**config.mk**
```make
export PLATFORM = sky130hd
export DESIGN_NAME = mem_request_arbiter_flat
export DESIGN_NICKNAME = d
export VERILOG_FILES = /design/src/rtl/mem_request_arbiter_pkg.sv /design/src/rtl/mem_request_arbiter_if.sv /design/src/rtl/mem_request_arbiter_wait_timer.sv /design/src/rtl/mem_request_arbiter.sv /design/src/flat_wrapper.sv
export SDC_FILE = /design/constraint.sdc
export NUM_CORES = 1
export LEC_CHECK = 0
export CORE_AREA = 2 2 129 131
export CTS_BUF_LIST = sky130_fd_sc_hd__clkbuf_16
export CTS_CLUSTER_SIZE = 8
export DETAILED_ROUTE_END_ITERATION = 6
export DIE_AREA = 0 0 131 133
export DONT_BUFFER_PORTS = 1
export PLACE_DENSITY_LB_ADDON = 0.08
export SLEW_MARGIN = 20
export SYNTH_ARGS = -nofsm -noshare
export SYNTH_HDL_FRONTEND = slang
export SYNTH_SLANG_ARGS = --single-unit
```
**constraint.sdc**
```tcl
create_clock -name CLK -period 2.1 [get_ports CLK]
set_input_delay 0.63 -clock CLK [delete_from_list [all_inputs] [get_ports CLK]]
set_output_delay 0.63 -clock CLK [all_outputs]
set_load 0.005 [all_outputs]
```
**src/rtl/mem_request_arbiter_pkg.sv**
```systemverilog
// Shared types for the memory request arbiter: word, RAM state and arbiter FSM encodings.
`default_nettype none

package mem_request_arbiter_pkg;

  typedef logic [31:0] word_t;

  typedef enum logic [1:0] {
    FREE   = 2'd0,
    BUSY   = 2'd1,
    ACCESS = 2'd2,
    ERROR  = 2'd3
  } ramstate_t;

  typedef enum logic [1:0] {
    IDLE    = 2'd0,
    IFETCH  = 2'd1,
    DACCESS = 2'd2,
    HALTED  = 2'd3
  } arb_state_t;

endpackage

`default_nettype wire

```
**src/rtl/mem_request_arbiter_if.sv**
```systemverilog
// Datapath-side request/hit bus, RAM-side bus and status, grouped for the arbiter.
`default_nettype none

interface mem_request_arbiter_if #(
  parameter int COUNT_W = 32
);
  import mem_request_arbiter_pkg::*;

  logic               iREN;
  word_t              iaddr;
  logic               dREN;
  logic               dWEN;
  word_t              daddr;
  word_t              dstore;
  logic               halt;
  logic               ihit;
  word_t              iload;
  logic               dhit;
  word_t              dload;
  logic               halted;
  logic               ramREN;
  logic               ramWEN;
  word_t              ramaddr;
  word_t              ramstore;
  word_t              ramload;
  ramstate_t          ramstate;
  logic               err;
  logic               timeout;
  logic [COUNT_W-1:0] icount;
  logic [COUNT_W-1:0] dcount;

  modport master (
    output iREN, iaddr, dREN, dWEN, daddr, dstore, halt,
    input  ihit, iload, dhit, dload, halted, err, timeout, icount, dcount
  );

  modport slave (
    input  iREN, iaddr, dREN, dWEN, daddr, dstore, halt, ramload, ramstate,
    output ihit, iload, dhit, dload, halted, err, timeout, icount, dcount,
           ramREN, ramWEN, ramaddr, ramstore
  );

  modport ram (
    input  ramREN, ramWEN, ramaddr, ramstore,
    output ramload, ramstate
  );

endinterface

`default_nettype wire

```
**src/rtl/mem_request_arbiter_wait_timer.sv**
```systemverilog
// Wait-cycle counter: clears on start, counts while waiting, holds once it reaches LIMIT.
`default_nettype none

module mem_request_arbiter_wait_timer #(
  parameter int LIMIT = 64
) (
  input  logic clk_i,
  input  logic rst_ni,
  input  logic start_i,
  input  logic wait_i,
  output logic expired_o
);

  localparam int            W       = $clog2(LIMIT + 1);
  localparam logic [W-1:0]  LIMIT_C = W'(LIMIT);

  logic [W-1:0] cnt_q, cnt_d;

  always_comb begin
    cnt_d = cnt_q;
    if (start_i) begin
      cnt_d = '0;
    end else if (wait_i && (cnt_q != LIMIT_C)) begin
      cnt_d = cnt_q + W'(1);
    end
  end

  always_ff @(posedge clk_i or negedge rst_ni) begin
    if (!rst_ni) begin
      cnt_q <= '0;
    end else begin
      cnt_q <= cnt_d;
    end
  end

  assign expired_o = (cnt_q == LIMIT_C);

endmodule

`default_nettype wire

```
**src/rtl/mem_request_arbiter.sv**
```systemverilog
// Arbitrates instruction fetches and data accesses onto a single-ported RAM, one at a time,
// with halt handling, sticky error/timeout flags and saturating access counters.
`default_nettype none

module mem_request_arbiter
  import mem_request_arbiter_pkg::*;
#(
  parameter int TIMEOUT_CYCLES = 64,
  parameter int COUNT_W        = 32
) (
  input  logic                  CLK,
  input  logic                  nRST,
  mem_request_arbiter_if.slave  bus
);

  arb_state_t         state_q, state_d;
  word_t              addr_q;
  word_t              data_q;
  logic               wr_q;
  logic               err_q;
  logic               timeout_q;
  logic [COUNT_W-1:0] icount_q;
  logic [COUNT_W-1:0] dcount_q;

  logic w_start;
  logic w_busy;
  logic w_access;
  logic w_wait;
  logic w_expired;
  logic w_ihit;
  logic w_dhit;

  assign w_busy   = (state_q == IFETCH) || (state_q == DACCESS);
  assign w_access = w_busy && (bus.ramstate == ACCESS);
  assign w_wait   = w_busy && ((bus.ramstate == FREE) || (bus.ramstate == BUSY));

  mem_request_arbiter_wait_timer #(
    .LIMIT (TIMEOUT_CYCLES)
  ) u_wait_timer (
    .clk_i     (CLK),
    .rst_ni    (nRST),
    .start_i   (w_start),
    .wait_i    (w_wait),
    .expired_o (w_expired)
  );

  always_ff @(posedge CLK or negedge nRST) begin
    if (!nRST) begin
      state_q <= IDLE;
    end else begin
      state_q <= state_d;
    end
  end

  // Data requests win over halt, halt wins over fetches; completion always beats halt.
  always_comb begin
    state_d = state_q;
    w_start = 1'b0;
    case (state_q)
      IDLE: begin
        if (bus.dREN || bus.dWEN) begin
          state_d = DACCESS;
          w_start = 1'b1;
        end else if (bus.halt) begin
          state_d = HALTED;
        end else if (bus.iREN) begin
          state_d = IFETCH;
          w_start = 1'b1;
        end
      end
      IFETCH, DACCESS: begin
        if (bus.ramstate == ACCESS) begin
          state_d = bus.halt ? HALTED : IDLE;
        end
      end
      default: state_d = state_q;
    endcase
  end

  always_comb begin
    bus.ramREN = 1'b0;
    bus.ramWEN = 1'b0;
    w_ihit     = 1'b0;
    w_dhit     = 1'b0;
    case (state_q)
      IFETCH: begin
        bus.ramREN = 1'b1;
        w_ihit     = w_access;
      end
      DACCESS: begin
        bus.ramREN = !wr_q;
        bus.ramWEN = wr_q;
        w_dhit     = w_access;
      end
      default: ;
    endcase
  end

  assign bus.ramaddr  = addr_q;
  assign bus.ramstore = data_q;
  assign bus.ihit     = w_ihit;
  assign bus.dhit     = w_dhit;
  assign bus.iload    = w_ihit ? bus.ramload : '0;
  assign bus.dload    = w_dhit ? bus.ramload : '0;
  assign bus.halted   = (state_q == HALTED);
  assign bus.err      = err_q;
  assign bus.timeout  = timeout_q;
  assign bus.icount   = icount_q;
  assign bus.dcount   = dcount_q;

  always_ff @(posedge CLK or negedge nRST) begin
    if (!nRST) begin
      addr_q    <= '0;
      data_q    <= '0;
      wr_q      <= 1'b0;
      err_q     <= 1'b0;
      timeout_q <= 1'b0;
      icount_q  <= '0;
      dcount_q  <= '0;
    end else begin
      if (w_start && (state_d == DACCESS)) begin
        addr_q <= bus.daddr;
        data_q <= bus.dstore;
        wr_q   <= bus.dWEN;
        if (bus.dREN && bus.dWEN) begin
          err_q <= 1'b1;
        end
      end else if (w_start) begin
        addr_q <= bus.iaddr;
        wr_q   <= 1'b0;
      end
      if (w_busy && (bus.ramstate == ERROR)) begin
        err_q <= 1'b1;
      end
      if (w_busy && w_expired) begin
        timeout_q <= 1'b1;
      end
      if (w_ihit && (icount_q != '1)) begin
        icount_q <= icount_q + COUNT_W'(1);
      end
      if (w_dhit && (dcount_q != '1)) begin
        dcount_q <= dcount_q + COUNT_W'(1);
      end
    end
  end

endmodule

`default_nettype wire

```
**src/flat_wrapper.sv**
```systemverilog
// flat-port wrapper written by rule: the top's interface ports become plain ports
module mem_request_arbiter_flat import mem_request_arbiter_pkg::*;
#(
  parameter int TIMEOUT_CYCLES = 64,
  parameter int COUNT_W        = 32
)
  (CLK, nRST, bus_iREN, bus_iaddr, bus_dREN, bus_dWEN, bus_daddr, bus_dstore, bus_halt, bus_ramload, bus_ramstate, bus_ihit, bus_iload, bus_dhit, bus_dload, bus_halted, bus_err, bus_timeout, bus_icount, bus_dcount, bus_ramREN, bus_ramWEN, bus_ramaddr, bus_ramstore);
  mem_request_arbiter_if #(.COUNT_W(COUNT_W)) bus_i ();
  input  logic CLK;
  input  logic nRST;
  input wire logic [$bits(bus_i.iREN)-1:0] bus_iREN;
  input wire logic [$bits(bus_i.iaddr)-1:0] bus_iaddr;
  input wire logic [$bits(bus_i.dREN)-1:0] bus_dREN;
  input wire logic [$bits(bus_i.dWEN)-1:0] bus_dWEN;
  input wire logic [$bits(bus_i.daddr)-1:0] bus_daddr;
  input wire logic [$bits(bus_i.dstore)-1:0] bus_dstore;
  input wire logic [$bits(bus_i.halt)-1:0] bus_halt;
  input wire logic [$bits(bus_i.ramload)-1:0] bus_ramload;
  input wire logic [$bits(bus_i.ramstate)-1:0] bus_ramstate;
  output wire logic [$bits(bus_i.ihit)-1:0] bus_ihit;
  output wire logic [$bits(bus_i.iload)-1:0] bus_iload;
  output wire logic [$bits(bus_i.dhit)-1:0] bus_dhit;
  output wire logic [$bits(bus_i.dload)-1:0] bus_dload;
  output wire logic [$bits(bus_i.halted)-1:0] bus_halted;
  output wire logic [$bits(bus_i.err)-1:0] bus_err;
  output wire logic [$bits(bus_i.timeout)-1:0] bus_timeout;
  output wire logic [$bits(bus_i.icount)-1:0] bus_icount;
  output wire logic [$bits(bus_i.dcount)-1:0] bus_dcount;
  output wire logic [$bits(bus_i.ramREN)-1:0] bus_ramREN;
  output wire logic [$bits(bus_i.ramWEN)-1:0] bus_ramWEN;
  output wire logic [$bits(bus_i.ramaddr)-1:0] bus_ramaddr;
  output wire logic [$bits(bus_i.ramstore)-1:0] bus_ramstore;
  assign bus_i.iREN = bus_iREN;
  assign bus_i.iaddr = bus_iaddr;
  assign bus_i.dREN = bus_dREN;
  assign bus_i.dWEN = bus_dWEN;
  assign bus_i.daddr = bus_daddr;
  assign bus_i.dstore = bus_dstore;
  assign bus_i.halt = bus_halt;
  assign bus_i.ramload = bus_ramload;
  assign bus_i.ramstate = bus_ramstate;
  assign bus_ihit = bus_i.ihit;
  assign bus_iload = bus_i.iload;
  assign bus_dhit = bus_i.dhit;
  assign bus_dload = bus_i.dload;
  assign bus_halted = bus_i.halted;
  assign bus_err = bus_i.err;
  assign bus_timeout = bus_i.timeout;
  assign bus_icount = bus_i.icount;
  assign bus_dcount = bus_i.dcount;
  assign bus_ramREN = bus_i.ramREN;
  assign bus_ramWEN = bus_i.ramWEN;
  assign bus_ramaddr = bus_i.ramaddr;
  assign bus_ramstore = bus_i.ramstore;
  mem_request_arbiter #(.TIMEOUT_CYCLES(TIMEOUT_CYCLES), .COUNT_W(COUNT_W)) u_core (.CLK(CLK), .nRST(nRST), .bus(bus_i));
endmodule
```
==> results of run 1 <==
## worst max-delay path, cell delays in order, from the launching register on
cell	delay, ns
dfrtp_1	0.37
inv_2	0.07
ha_4	0.27
and4b_4	0.28
buf_12	0.14
clkbuf_16	0.15
and2_4	0.14
## per-layer routing
| layer | part of all wire (%) | GRT usage [%] | vias to the layer above |
|---|---|---|---|
| met5 | 0.10 | 0 | - |
| met4 | 2.5 | 8.511 | 4 |
| met3 | 8.1 | 8.856 | 38 |
| met2 | 53 | 43.38 | 255 |
| met1 | 36 | 26.90 | 2928 |
| li1 | - | - | 2614 |
## synth_stat cells (all sizes together) (3+ instances only)
master,instances
a21oi,11
a31oi,35
and2,72
and3,8
and4,6
buf,8
clkbuf,26
dfrtp,140
ha,8
inv,17
mux2,35
nand2,28
nand3,61
nand4,21
nor2,61
nor2b,3
nor3,14
nor4,7
o21ai,36
or4,4
xnor2,37
xor2,25
## registers in the layout, summed over array words and instances (netlist names)
signal                     cells
u_core.bus.err                 1
u_core.bus.timeout             1
u_core.bus.ramstore           32
u_core.bus.ramaddr            32
u_core.wr_q                    1
u_core.state_q                 2
u_core.u_wait_timer.cnt_q      7
u_core.bus.icount             32
u_core.bus.dcount             32
## cell type report
| type | count | share of cell area [%] |
|---|---|---|
| Clock buffer | 17 | 4.392 |
| Clock inverter | 15 | 1.447 |
| Sequential cell | 140 | 36.22 |
| Timing Repair Buffer | 110 | 13.20 |
| Inverter | 18 | 0.9043 |
| Tap cell | 220 | 2.842 |
| Multi-Input combinational cell | 498 | 40.99 |
## kinds of logic (layout without fill, tap and decap cells)
logic type	after synthesis	in the layout
AOI/OAI and AO/OA	94	94
xor gates and xnor gates	62	62
muxes	37	37
DFF	140	140
adders and majority gates	8	8
and+or+nand+nor	297	297
buffers and inverters	52	160
## power by group
group	total, mW	internal, mW	leakage, nW	switching, mW
clock network	2.91	1.65	0.267	1.26
registers	4.12	3.46	1.75	0.665
logic	5.28	2.76	2.17	2.52
total	12.3	7.87	4.18	4.44
## worst min-delay path by stage
stage | cells after the start | slack [ns] | endpoint | start
global placement | 0 | 0.34 | u_core.bus.ramstore[30] | nRST
CTS | 0 | -0.12 | u_core.bus.ramstore[22] | nRST
finish | 0 | -0.1 | u_core.bus.ramstore[22] | nRST
detailed placement | 0 | 0.34 | u_core.bus.ramstore[22] | nRST
floorplan | 0 | 0.33 | u_core.bus.dcount[0] | nRST
global route | 0 | -0.13 | u_core.bus.ramstore[22] | nRST
## per-stage QoR
step	hold slack (ns)	cell area, µm²	cells	TNS [ns]
floorplan	0.3344	7029	690	-1.856
global placement	0.3369	7764	952	-5.521
detailed placement	0.3361	7764	952	-7.279
CTS	-0.1188	8985	1005	-34.10
global route	-0.1260	9686	1018	-54.52
finish	-0.09860	9686	1018	-39.20
## what timing repair did
item / CTS / global route
endpoints found under the hold margin: 140 / 140
resized for setup: 89 / 153
endpoints found under the setup margin: 138 / 197
cloned: 5 / 7
setup buffers: 20 / 11
pin swaps: 58 / 79
## layout by cell type, fill, tap and decap left out, drive strengths merged, types with 23 or more instances in the layout
cell	n
a31oi	35
and2	72
buf	101
clkbuf	23
dfrtp	140
mux2	35
nand2	28
nand3	61
nor2	61
o21ai	36
xnor2	37
xor2	25
==> qor.yml, run 1 <==
global_routing:
  grt_util_all_layers_pct: 24.55
  grt-ovfl-total: 0
  grt_start_max_net_pins: 141
  grt_pass1_vias: 5676
  grt_pass1_wl_mm: 32.32
  antenna_found_initial: 2
logic_synthesis:
  synthAdderAreaFrac_pct: 1.432
  netlist_area_um2: 6988
  synth_area_leader_cell: "dfrtp_1"
  synth_nets: 834
  yosysTopAreaCellShare_pct: 50.13
  synth_compound_area_share_pct: 8.397
  synth.avg_cell_area_um2: 10.13
  yosys-top-cells-area: "dfrtp_1 (50%), and2_1 (6.4%), mux2_2 (5.5%)"
  synth_mux_area_share_pct: 5.927
  synth_cell_type_count: 53
  synth_ff_type: "dfrtp_1"
  synthXorXnorAreaFrac_pct: 7.771
  syn_inst: 690
  synth_edf_count: 0
  async_flop_share_pct: 100.0
  yosysSeqAreaShare_pct: 50.13
  synth_top_family_by_area: "simple AND/OR/NAND/NOR gates"
  ys_ff_latch: 140
  yosysWarnings: 0
  synth-simple-area-share_pct: 23.29
final_layout:
  syn2layout_area_growth_pct: 38.60
  fillCellCount: 1354
  final_layout_size_suffix_gt1_share_pct: 40.98
  multiInputGateArea_um2: 3970
  fin_util_pct: 59.89
  regArea_um2: 3508
  layout.nets: 929
  diodes: 0
setup_path:
  crit_start: "u_core.state_q[1]"
  worst-path-max-fanout: 9
  r2r-start: "u_core.state_q[1]"
  startpoint_type: "flip-flop"
  worstPathArrival_ns: 1.85
  worstReg2RegEnd: "u_core.bus.ramstore[26]"
  required_ns: 1.47
  critPathCapture: "bus_iload[0]"
  reg2reg_slack_ns: -0.30
  crit_path_end_kind: "output pin"
  worst-setup-path-type: "flip-flop to output pin"
  reg2reg_depth: 10
sta:
  finalHoldViolCount: 140
  worst_pin_slew_ns: 0.5095
  max_freq_ghz: 0.4029
  fin_crit_sh_pct: 118.2
  grt_setup_unrepaired: "true"
  max-slew-margin-rel_pct: 65.72
  drv_slew: 0
  fin_worst_skew_ns: 0.01155
  final-setup-viol-count: 175
  hold_ws_ns: -0.09860
  fin_ws_ns: -0.3822
  timing.final.crit_period_ns: 2.482
placed_design:
  place_congestion: 0.8785
  port-buffer-count: 0
  dp_hpwl_mm: 15.47
  pre_cts_ws_ns: -0.2186
run_status:
  violations: "hold timing, setup timing"
  status: "finished, violations left"
clocking:
  cts.clk_slew.worst_paths_ns: 0.06
  cts_tree: "built"
  cts_inserted_buffers: 17
  cts.sinks: 140
  clk_path_buf_depth: 2
  clock_latency_ns: 0.42
  cts_max_level: 4
  root_buffer: "clkbuf_16"
pwr:
  power_mw: 12.31
  peakVddDrop_uv: 953.7
  power_leakage_nw: 4.181
  p_per_area_nw_per_um2: 1271
flow_run:
  maxCapViolations: 0
detailed_routing:
  vias_per_cell: 5.736
  drt_wl_total_mm: 22.54
  drtIter0Drc: 280
  drc: 0
  first_pass_iters: 4
  ant_nets: 0
  vias: 5839
  wire_per_inst_um: 22.14
floorplan:
  rows: 47
  io_pins: 335
  core_um2: 16170
  dieArea_um2: 17420
  initial_core_util_pct: 43.21
  dieWidth_um: 131
  die_h_um: 133
hold_path:
  hold_class: "input pin to async pin"
No activity file was read; power rests on OpenSTA's default activity.
==> run 2: changes to the inputs <==
CTS_BUF_LIST = sky130_fd_sc_hd__clkbuf_8   (was sky130_fd_sc_hd__clkbuf_16)
SETUP_SLACK_MARGIN = 0.5   (was default)
==> qor.yml, run 2 (synthesized netlist as in run 1, its figures left out) <==
run_status:
  status: "finished, violations left"  # unchanged
  violations: "hold timing, setup timing"  # unchanged
sta:
  timing.final.crit_period_ns: 2.454  # was 2.482 ns
  final-setup-viol-count: 161  # was 175
  max-slew-margin-rel_pct: 56.44  # was 65.72%
  setup_tns_ns: -36.48  # was -39.20 ns
  worst_pin_slew_ns: 0.6533  # was 0.5095 ns
  fin_worst_skew_ns: 0.01521  # was 0.01155 ns
  finalHoldViolCount: 140  # unchanged
  grt_setup_unrepaired: "true"  # unchanged
  max_freq_ghz: 0.4074  # was 0.4029 GHz
  drv_slew: 0  # unchanged
  hold_ws_ns: -0.1290  # was -0.09860 ns
  fin_ws_ns: -0.3543  # was -0.3822 ns
  fin_crit_sh_pct: 116.9  # was 118.2%
hold_path:
  hold_class: "input pin to async pin"  # unchanged
floorplan:
  die_h_um: 133  # unchanged
  rows: 47  # unchanged
  core_um2: 16170  # unchanged
  io_pins: 335  # unchanged
  dieWidth_um: 131  # unchanged
  initial_core_util_pct: 43.21  # unchanged
  dieArea_um2: 17420  # unchanged
placed_design:
  pre_cts_ws_ns: -0.1663  # was -0.2186 ns
  dp_hpwl_mm: 15.17  # was 15.47 mm
  dp_cells: 956  # was 952
  port-buffer-count: 0  # unchanged
  place_congestion: 0.8163  # was 0.8785
pwr:
  power_leakage_nw: 4.586  # was 4.181 nW
  peakVddDrop_uv: 1372  # was 953.7 µV
  p_per_area_nw_per_um2: 1257  # was 1271 nW/µm²
final_layout:
  final_common_cell: "dfrtp_1"  # unchanged
  layout.nets: 958  # was 929
  final_layout_size_suffix_gt1_share_pct: 48.37  # was 40.98%
  mostFrequentLayoutCells: "dfrtp_1 (134), buf_6 (59), nor2_1 (52), buf_4 (51), nand3_2 (44)"  # was dfrtp_1 (136), buf_4 (58), and2_4 (55), nor2_1 (50), nand3_1 (41)
  final-instance-count-excl-fill: 1053  # was 1,018
  syn2layout_area_growth_pct: 49.15  # was 38.60%
setup_path:
  cpPeakStageDelay_ns: 0.39  # was 0.37 ns
  critPathCapture: "bus_iload[30]"  # was bus_iload[0]
  worstReg2RegEnd: "u_core.bus.ramstore[2]"  # was u_core.bus.ramstore[26]
  worst-path-max-fanout: 20  # was 9
  worst-setup-path-type: "flip-flop to output pin"  # unchanged
  r2r-start: "u_core.state_q[0]"  # was u_core.state_q[1]
  slowest_stage: "dfrtp_1"  # unchanged
  reg2reg_slack_ns: -0.27  # was -0.30 ns
  required_ns: 1.47  # about the same
  crit_path_end_kind: "output pin"  # unchanged
  reg2reg_depth: 10  # unchanged
  path_cells: "inv_2 -> ha_4 -> and4b_4 -> buf_12 -> and2_4"  # was inv_2 -> ha_4 -> and4b_4 -> buf_12 -> clkbuf_16 -> and2_4
  path_buf_inv: 2  # was 3
  cp.depth: 5  # was 6
  startpoint_type: "flip-flop"  # unchanged
  critPathTopFamily: "simple AND/OR/NAND/NOR gates"  # unchanged
  worstPathArrival_ns: 1.82  # was 1.85 ns
  crit_start: "u_core.state_q[1]"  # unchanged
flow_run:
  maxCapViolations: 0  # unchanged
global_routing:
  grt_start_max_net_pins: 141  # unchanged
  antenna_found_initial: 2  # unchanged
  grt-ovfl-total: 0  # unchanged
  grt_util_all_layers_pct: 25.32  # was 24.55%
  grt_pass1_vias: 5737  # was 5,676
  grt_pass1_wl_mm: 33.34  # was 32.32 mm
clocking:
  clock_latency_ns: 0.44  # was 0.42 ns
  cts_tree: "built"  # unchanged
  cts.clk_slew.worst_paths_ns: 0.09  # was 0.06 ns
  cts_max_level: 4  # unchanged
  cts.sinks: 140  # unchanged
  root_buffer: "clkbuf_8"  # was clkbuf_16
  cts_inserted_buffers: 17  # unchanged
  clk_path_buf_depth: 2  # unchanged
detailed_routing:
  ant_nets: 0  # unchanged
  vias: 6017  # was 5,839
  drtIter0Drc: 242  # was 280
  drt_wl_total_mm: 23.72  # was 22.54 mm
  first_pass_iters: 5  # was 4
  vias_per_cell: 5.714  # was 5.736
  drc: 0  # unchanged
  wire_per_inst_um: 22.52  # was 22.14 µm
run 2: changes by cell type in the layout (fill, tap and decap cells not counted), moves of 7 or more:
cell / change
nand3_2: +28
mux2_4: +31
clkbuf_16: -18
clkbuf_8: +17
o21ai_0: -13
and2_4: -16
buf_6: +29
o21ai_2: +9
mux2_2: -30
buf_4: -7
nand3_1: -33
and2_1: +16
run 2: worst min-delay path by stage:
| stage | to | slack [ns] | depth (start not counted) |
|---|---|---|---|
| finish | u_core.bus.ramstore[25] | -0.13 | 0 |
| global placement | u_core.bus.ramstore[30] | 0.34 | 0 |
| floorplan | u_core.bus.dcount[0] | 0.33 | 0 |
| CTS | u_core.bus.ramstore[25] | -0.16 | 0 |
| detailed placement | u_core.bus.ramstore[25] | 0.34 | 0 |
| global route | u_core.bus.ramstore[25] | -0.17 | 0 |
run 2: stage by stage:
stage,instance area [µm²],power [mW],utilization (%)
6_report,10420,13.10,64.45
5_1_grt,10420,13.75,64.42
4_1_cts,9270,11.54,57.32
3_5_place_dp,7971,7.644,49.29
3_3_place_gp,7971,7.512,49.29
2_1_floorplan,7282,6.664,-
run 2: cell type report:
cell class / instances / area (µm²)
sequential: 140 / 3511
clock buffer: 17 / 234.0
fill: 1230 / 5749
tap: 220 / 275.3
inverter: 18 / 98.84
antenna: 6 / 15.01
multi-input combinational: 498 / 4453
timing repair buffer: 135 / 1598
timing repair inverter: 4 / 50.05
clock inverter: 15 / 187.7
run 2: what timing repair did:
item / 4_1_cts / 5_1_grt
endpoints found under the setup margin: 242 / 245
endpoints found under the hold margin: 140 / 140
cloned: 10 / 5
gates resized for setup: 187 / 172
pin swaps: 95 / 115
setup buffers: 16 / 28
run 2: metal layers:
| layer | wire [µm] | vias up | track usage [%] |
|---|---|---|---|
| met5 | 0 | - | 0 |
| met1 | 8457 | 2989 | 27.69 |
| met2 | 12670 | 290 | 44.01 |
| li1 | - | 2694 | - |
| met4 | 637 | 0 | 11.35 |
| met3 | 1953 | 44 | 8.451 |
run 2: worst reg2reg max path: stages, from the launching register on:
cell      delay, ns
dfrtp_1        0.40
buf_4          0.14
buf_6          0.11
ha_4           0.16
and4bb_2       0.34
a21oi_2        0.04
o221a_2        0.29
nor3_4         0.17
buf_12         0.17
buf_12         0.15
mux2_4         0.31
run 2: where the power goes:
group	switching, mW	internal [mW]	total (mW)
Sequential	0.712	3.46	4.17
Clock	1.13	1.20	2.33
Combinational	3.19	3.41	6.60
